===== config.mk =====
export PLATFORM = sky130hd
export DESIGN_NAME = alu_arbiter
export DESIGN_NICKNAME = d
export VERILOG_FILES = /design/src/rtl/alu_arbiter.sv
export SDC_FILE = /design/constraint.sdc
export NUM_CORES = 1
export LEC_CHECK = 0
export BUFFER_PORTS_ARGS = -buffer_cell sky130_fd_sc_hd__buf_2
export CORE_ASPECT_RATIO = 1.5
export CORE_MARGIN = 2
export CORE_UTILIZATION = 35
export DETAILED_ROUTE_END_ITERATION = 10
export GPL_TIMING_DRIVEN = 0
export PLACE_DENSITY = 0.61
export SLEW_MARGIN = 20
export SYNTH_ARGS = -nofsm -noshare
export SYNTH_HDL_FRONTEND = slang
export SYNTH_SLANG_ARGS = --single-unit

===== constraint.sdc =====
create_clock -name clk -period 2.1 [get_ports clk]
set_input_delay 0.42 -clock clk [delete_from_list [all_inputs] [get_ports clk]]
set_output_delay 0.42 -clock clk [all_outputs]
set_load 0.05 [all_outputs]

===== src/rtl/alu_arbiter.sv =====
// alu_arbiter: two-requester front end for a shared external 16-bit ALU.
// A request is accepted in IDLE and its operands are registered. A legal
// opcode then spends ALU_LAT cycles in EXEC while the external ALU settles,
// and the result is captured into RESP. An illegal opcode goes straight to
// RESP with resp_err=1. RESP is held until resp_ready=1.
// Optional build macro ALU_ARB_RR_EN: round-robin arbitration between the two
// requesters. When the macro is undefined, requester 0 has fixed priority.
module alu_arbiter #(
  parameter int ALU_LAT = 1
) (
  input  logic        clk,
  input  logic        rst_n,
  input  logic        req0_valid,
  input  logic        req1_valid,
  output logic        req0_ready,
  output logic        req1_ready,
  input  logic [15:0] req0_a,
  input  logic [15:0] req0_b,
  input  logic [15:0] req1_a,
  input  logic [15:0] req1_b,
  input  logic [3:0]  req0_op,
  input  logic [3:0]  req1_op,
  output logic [15:0] alu_a,
  output logic [15:0] alu_b,
  output logic [3:0]  alu_op,
  input  logic [15:0] alu_s,
  input  logic        alu_ovf,
  input  logic        alu_zero,
  output logic        resp_valid,
  input  logic        resp_ready,
  output logic        resp_id,
  output logic [15:0] resp_s,
  output logic        resp_ovf,
  output logic        resp_zero,
  output logic        resp_err
);

  typedef enum logic [1:0] {
    IDLE = 2'd0,
    EXEC = 2'd1,
    RESP = 2'd2
  } state_e;

  state_e      state_q, state_d;
  logic [3:0]  cnt_q, cnt_d;
  logic [15:0] a_q, a_d;
  logic [15:0] b_q, b_d;
  logic [3:0]  op_q, op_d;
  logic        id_q, id_d;
  logic        resp_valid_q, resp_valid_d;
  logic        resp_id_q, resp_id_d;
  logic [15:0] resp_s_q, resp_s_d;
  logic        resp_ovf_q, resp_ovf_d;
  logic        resp_zero_q, resp_zero_d;
  logic        resp_err_q, resp_err_d;

  logic        grant_id;
  logic        accept;
  logic [3:0]  op_sel;

  // Opcode legality: the set the external ALU implements.
  function automatic logic op_legal(input logic [3:0] op);
    case (op)
      4'b0000, 4'b0001, 4'b0010, 4'b0011,
      4'b0100, 4'b0101, 4'b0110, 4'b1000,
      4'b1001, 4'b1010, 4'b1100, 4'b1110: op_legal = 1'b1;
      default:                            op_legal = 1'b0;
    endcase
  endfunction

`ifdef ALU_ARB_RR_EN
  logic prio_q, prio_d;

  // Round-robin: on a tie the requester not granted last time wins.
  always_comb begin
    grant_id = (req0_valid && req1_valid) ? prio_q : req1_valid;
    prio_d   = accept ? ~grant_id : prio_q;
  end

  // Priority pointer; starts favouring requester 0.
  always_ff @(posedge clk or negedge rst_n) begin
    if (!rst_n) prio_q <= 1'b0;
    else        prio_q <= prio_d;
  end
`else
  // Fixed priority: requester 0 wins whenever it is valid.
  always_comb begin
    grant_id = !req0_valid;
  end
`endif

  // Ready is combinational in IDLE and is forced low while reset is asserted.
  assign accept     = rst_n && (state_q == IDLE) && (req0_valid || req1_valid);
  assign req0_ready = accept && !grant_id;
  assign req1_ready = accept &&  grant_id;
  assign op_sel     = grant_id ? req1_op : req0_op;

  // The ALU sees only registered operands, and only while executing.
  assign alu_a  = (state_q == EXEC) ? a_q  : 16'h0000;
  assign alu_b  = (state_q == EXEC) ? b_q  : 16'h0000;
  assign alu_op = (state_q == EXEC) ? op_q : 4'h0;

  assign resp_valid = resp_valid_q;
  assign resp_id    = resp_id_q;
  assign resp_s     = resp_s_q;
  assign resp_ovf   = resp_ovf_q;
  assign resp_zero  = resp_zero_q;
  assign resp_err   = resp_err_q;

  // Next-state and next-output logic for the IDLE/EXEC/RESP sequencer.
  always_comb begin
    // NOTE: every signal gets a default first so no path can infer a latch.
    state_d      = state_q;
    cnt_d        = cnt_q;
    a_d          = a_q;
    b_d          = b_q;
    op_d         = op_q;
    id_d         = id_q;
    resp_valid_d = resp_valid_q;
    resp_id_d    = resp_id_q;
    resp_s_d     = resp_s_q;
    resp_ovf_d   = resp_ovf_q;
    resp_zero_d  = resp_zero_q;
    resp_err_d   = resp_err_q;
    case (state_q)
      IDLE: begin
        if (accept) begin
          a_d  = grant_id ? req1_a : req0_a;
          b_d  = grant_id ? req1_b : req0_b;
          op_d = op_sel;
          id_d = grant_id;
          if (op_legal(op_sel)) begin
            state_d = EXEC;
            cnt_d   = 4'(ALU_LAT);
          end else begin
            // An illegal opcode never reaches the ALU; it is answered next cycle.
            state_d      = RESP;
            resp_valid_d = 1'b1;
            resp_id_d    = grant_id;
            resp_s_d     = 16'h0000;
            resp_ovf_d   = 1'b0;
            resp_zero_d  = 1'b0;
            resp_err_d   = 1'b1;
          end
        end
      end
      EXEC: begin
        if (cnt_q <= 4'd1) begin
          state_d      = RESP;
          cnt_d        = 4'd0;
          resp_valid_d = 1'b1;
          resp_id_d    = id_q;
          resp_s_d     = alu_s;
          resp_ovf_d   = alu_ovf;
          resp_zero_d  = alu_zero;
          resp_err_d   = 1'b0;
        end else begin
          cnt_d = cnt_q - 4'd1;
        end
      end
      RESP: begin
        if (resp_ready) begin
          state_d      = IDLE;
          resp_valid_d = 1'b0;
          resp_id_d    = 1'b0;
          resp_s_d     = 16'h0000;
          resp_ovf_d   = 1'b0;
          resp_zero_d  = 1'b0;
          resp_err_d   = 1'b0;
        end
      end
      default: state_d = IDLE;
    endcase
  end

  // State, operand and response registers; reset discards any in-flight op.
  always_ff @(posedge clk or negedge rst_n) begin
    if (!rst_n) begin
      state_q      <= IDLE;
      cnt_q        <= 4'd0;
      a_q          <= 16'h0000;
      b_q          <= 16'h0000;
      op_q         <= 4'h0;
      id_q         <= 1'b0;
      resp_valid_q <= 1'b0;
      resp_id_q    <= 1'b0;
      resp_s_q     <= 16'h0000;
      resp_ovf_q   <= 1'b0;
      resp_zero_q  <= 1'b0;
      resp_err_q   <= 1'b0;
    end else begin
      // NOTE: non-blocking assignments so every flop samples pre-edge values.
      state_q      <= state_d;
      cnt_q        <= cnt_d;
      a_q          <= a_d;
      b_q          <= b_d;
      op_q         <= op_d;
      id_q         <= id_d;
      resp_valid_q <= resp_valid_d;
      resp_id_q    <= resp_id_d;
      resp_s_q     <= resp_s_d;
      resp_ovf_q   <= resp_ovf_d;
      resp_zero_q  <= resp_zero_d;
      resp_err_q   <= resp_err_d;
    end
  end

endmodule

==> summary.md <==
| Metric | Value |
|---|---|
| Initial core utilization | `0.358` |
| GR Layer Usage met1 | `0.203` |
| Highest cell delay on the worst timing path | `0.44 ns` |
| Class of the tightest hold or removal check | `input port to asynchronous set/reset pin` |
| Cell area after synthesis | `3290 um^2` |
| WL/cell | `15.1 um` |
| Area of the core region | `9200 um^2` |
| Most Used Layer, Global Route | `met2` |
| 1st-iter DRT viols | `153` |
| Library cell with the highest instance count after synthesis | `dfrtp_1` |
| Clock latency at the later pin of the worst-skew pair | `0.33 ns` |
| Count of buffers from port buffering | `152` |
| Vias | `2982` |
| Power density normalized to cell area | `1600 nW/um^2` |
| Chip width | `83.2 um` |
| Number of global-route vias before repair | `3009` |
| Cell total after placement | `576` |
| Placement Rows | `43` |
| Clock Path Buffers | `2` |
| Least-Margin Pin Slew | `0.550 ns` |
| Clock-pin slew on the worst setup and hold paths | `0.06 ns` |
| Number of clock sinks | `64` |
| CTS H-tree depth | `3` |
| Final ANT Viol Nets | `0` |
| Overall die area | `10200 um^2` |
| Clock period minus worst slack | `2.04 ns` |
| Outcome | `finished clean` |
| Final nets | `582` |
| Seq cells post-synth | `64` |
| Detailed-route vias per instance | `4.99` |
| Number of max-capacitance violations reported | `0` |
| Total negative setup slack | `0 ns` |
| Met2 track utilization from global routing | `0.313` |
| Cell Chain, Critical Path | `inv_2 > ha_4 > and3_4 > clkbuf_8 > buf_6` |
| Count of flip-flops with a built-in enable after synthesis | `0` |
| Crit path capture | `req0_ready` |
| Layout fillers | `860` |
| Minimum setup slack among reg-to-reg paths | `0.14 ns` |
| Initial antenna violation count | `0` |
| GRT Total Usage | `0.180` |
| Primary flip-flop cell chosen by synthesis mapping | `dfrtp_1` |
| Final hold violations | `0` |
| Mean instance size in the synthesized netlist | `10.6 um^2` |
| First-pass iteration count of the detailed router | `4` |
| Layout Area Growth over Synthesis | `48.5%` |
| Worst path arrival time | `1.62 ns` |
| Maximum vdd ir drop | `867 uV` |
| Slew Limit Headroom | `0.633` |
| Type of the worst setup path | `flop to output port` |
| Top cells by count, synth | `dfrtp_1 (64), and2_1 (36), a221o_1 (32), nor3b_1 (32), inv_1 (26)` |
| I/O pin total | `154` |
| Clock tree from TritonCTS | `yes` |
| Critical Path RT | `1.68 ns` |
| Die outline height | `123 um` |
| Period utilization | `0.972` |
| Final clock skew | `0.00483 ns` |
| Asr flop ratio synth | `1.00` |
| Critical Path Source Type | `flop` |
| Leakage dissipation | `2.38 nW` |
| Cell types occupying the most area after synthesis | `dfrtp_1 (49%), a221o_1 (9.7%), mux2i_1 (7.3%)` |
| Remaining routing DRC violations | `0` |
| Global-route wire length before repair | `14.6 mm` |
| Number of cells produced by synthesis | `311` |
| Count of cells along the worst register-to-register path | `8` |
| Total congestion overflow after global routing | `0` |
| Clock root buffer master | `clkbuf_16` |
| Total nets after synthesis | `412` |
| Count of inserted antenna diode cells | `0` |
| Final non-filler cell total | `598` |
| Number of distinct library cells after synthesis | `39` |
| Critical path origin | `state_q[0]$_DFFE_PN0P_` |
| Final setup violating endpoints | `0` |
| Routed wire length | `9.05 mm` |
| HPWL after DPL | `6.73 mm` |
| Endpoint class of the critical path | `output port` |
| Highest attainable clock frequency | `490 MHz` |
| RSZ-0062 raised after global routing | `yes` |
| Critical register-to-register path endpoint | `resp_s[8]$_DFFE_PN0P_` |
| Met3 global-route usage | `0.0646` |
| Number of warnings reported in the yosys synthesis log | `0` |
| Pin count of the biggest net entering global routing | `41` |
| Highest-delay cell along the critical path | `dfrtp_2` |
| Cell type with the highest aggregate area in the netlist | `dfrtp_1` |
| Synth top area share | `0.486` |
| Part of the Yosys area used for sequential elements | `0.486` |
| Start of the worst register-to-register path | `cnt_q[0]$_DFFE_PN0P_` |
| Final Slew Violations | `0` |
| Proportion of layout cells with a drive suffix above 1 | `0.444` |
| Number of buffers created by CTS | `9` |
| Top fanout value on the critical path | `10` |
| Final weighted congestion of routability-driven global placement | `0.754` |
==> cells in the final DEF, fill, tap and decap left out, types with 2 or more instances in the layout <==
cell / n
a21oi_1: 2
a221o_1: 32
and2_1: 26
and2_2: 10
buf_12: 2
buf_2: 118
buf_4: 17
buf_6: 13
buf_8: 3
bufinv_16: 2
clkbuf_1: 10
clkbuf_16: 10
clkbuf_4: 21
clkbuf_8: 4
dfrtp_1: 63
ha_1: 4
ha_4: 2
inv_1: 24
inv_2: 2
mux2i_1: 23
nand2_1: 24
nor2_1: 2
nor3b_1: 32
nor4_1: 2
o21ai_0: 8
or3_1: 2
==> through the flow <==
step           power [mW]  hold WS, ns  instance area, um^2  worst slack [ns]  utilization
2_1_floorplan        4.91        0.124                 3310          -0.00176            -
3_3_place_gp         5.74        0.459                 4210             -1.26        0.458
3_5_place_dp         5.81        0.368                 4230            -0.574        0.460
4_1_cts              7.77       0.0124                 4790          0.000837        0.521
5_1_grt              8.26       0.0216                 4890           -0.0118        0.531
6_report             7.80       0.0166                 4890            0.0591        0.531
==> timing repair <==
| item | in CTS | in global routing |
|---|---|---|
| hold endpoints to repair | 27 | 0 |
| pin swaps | 1 | 0 |
| gates resized for setup | 57 | 31 |
| buffers inserted | 4 | 5 |
| endpoints found under the setup margin | 55 | 55 |
| hold buffers | 1 | 0 |
==> registers in the layout (all words and copies together) (netlist names) <==
register and cells:
b_q 16, cnt_q 4, resp_err 1, resp_ovf 1
resp_zero 1, resp_s 16, resp_id 1, resp_valid 1
id_q 1, state_q 2, a_q 16, op_q 4
==> kinds of logic after synthesis <==
group | Yosys count | share of synthesized area
simple gates | 107 | 0.198
mux | 26 | 0.0798
compound gates | 55 | 0.142
flops | 64 | 0.486
buf+inv | 52 | 0.0672
fa+ha+maj | 7 | 0.0262
==> critical path: cells and delay by family (launching register included) <==
family | cells | cell delay [ns]
buffers and inverters | 3 | 0.44
adders and majority gates | 1 | 0.17
and+or+nand+nor | 1 | 0.24
DFF | 1 | 0.44
==> where the power goes <==
part           switching [mW]  total (mW)  internal [mW]
Sequential              0.332        2.17           1.83
Combinational            2.48        3.98           1.50
Clock                   0.521        1.66           1.14
==> how the worst min path moves through the flow <==
stage | from | to | slack, ns | depth (start not counted)
after floorplan | rst_n | a_q[0]$_DFFE_PN0P_ | 0.12 | 0
after global placement | op_q[3]$_DFFE_PN0P_ | op_q[3]$_DFFE_PN0P_ | 0.46 | 2
after detailed placement | rst_n | b_q[14]$_DFFE_PN0P_ | 0.37 | 1
after CTS | rst_n | b_q[14]$_DFFE_PN0P_ | 0.01 | 2
after global routing | rst_n | b_q[12]$_DFFE_PN0P_ | 0.02 | 2
final | rst_n | b_q[12]$_DFFE_PN0P_ | 0.02 | 2
==> metal layers <==
metal | vias to the layer above | share of wire
met4 | 0 | 0.018
met5 | - | 0
li1 | 1433 | -
met2 | 115 | 0.52
met1 | 1421 | 0.38
met3 | 13 | 0.084
==> area by class of cell <==
class                           count  area (um^2)  share of cell area
Buffer                             22          154              0.0315
Clock buffer                       14          274              0.0560
Inverter                           26         97.6              0.0200
Multi-Input combinational cell    195         1540               0.314
Sequential cell                    64         1600               0.328
Tap cell                          112          140              0.0287
Timing Repair Buffer              163         1030               0.210
Clock inverter                      2         60.1              0.0123
(Power assumes the default switching activity.)
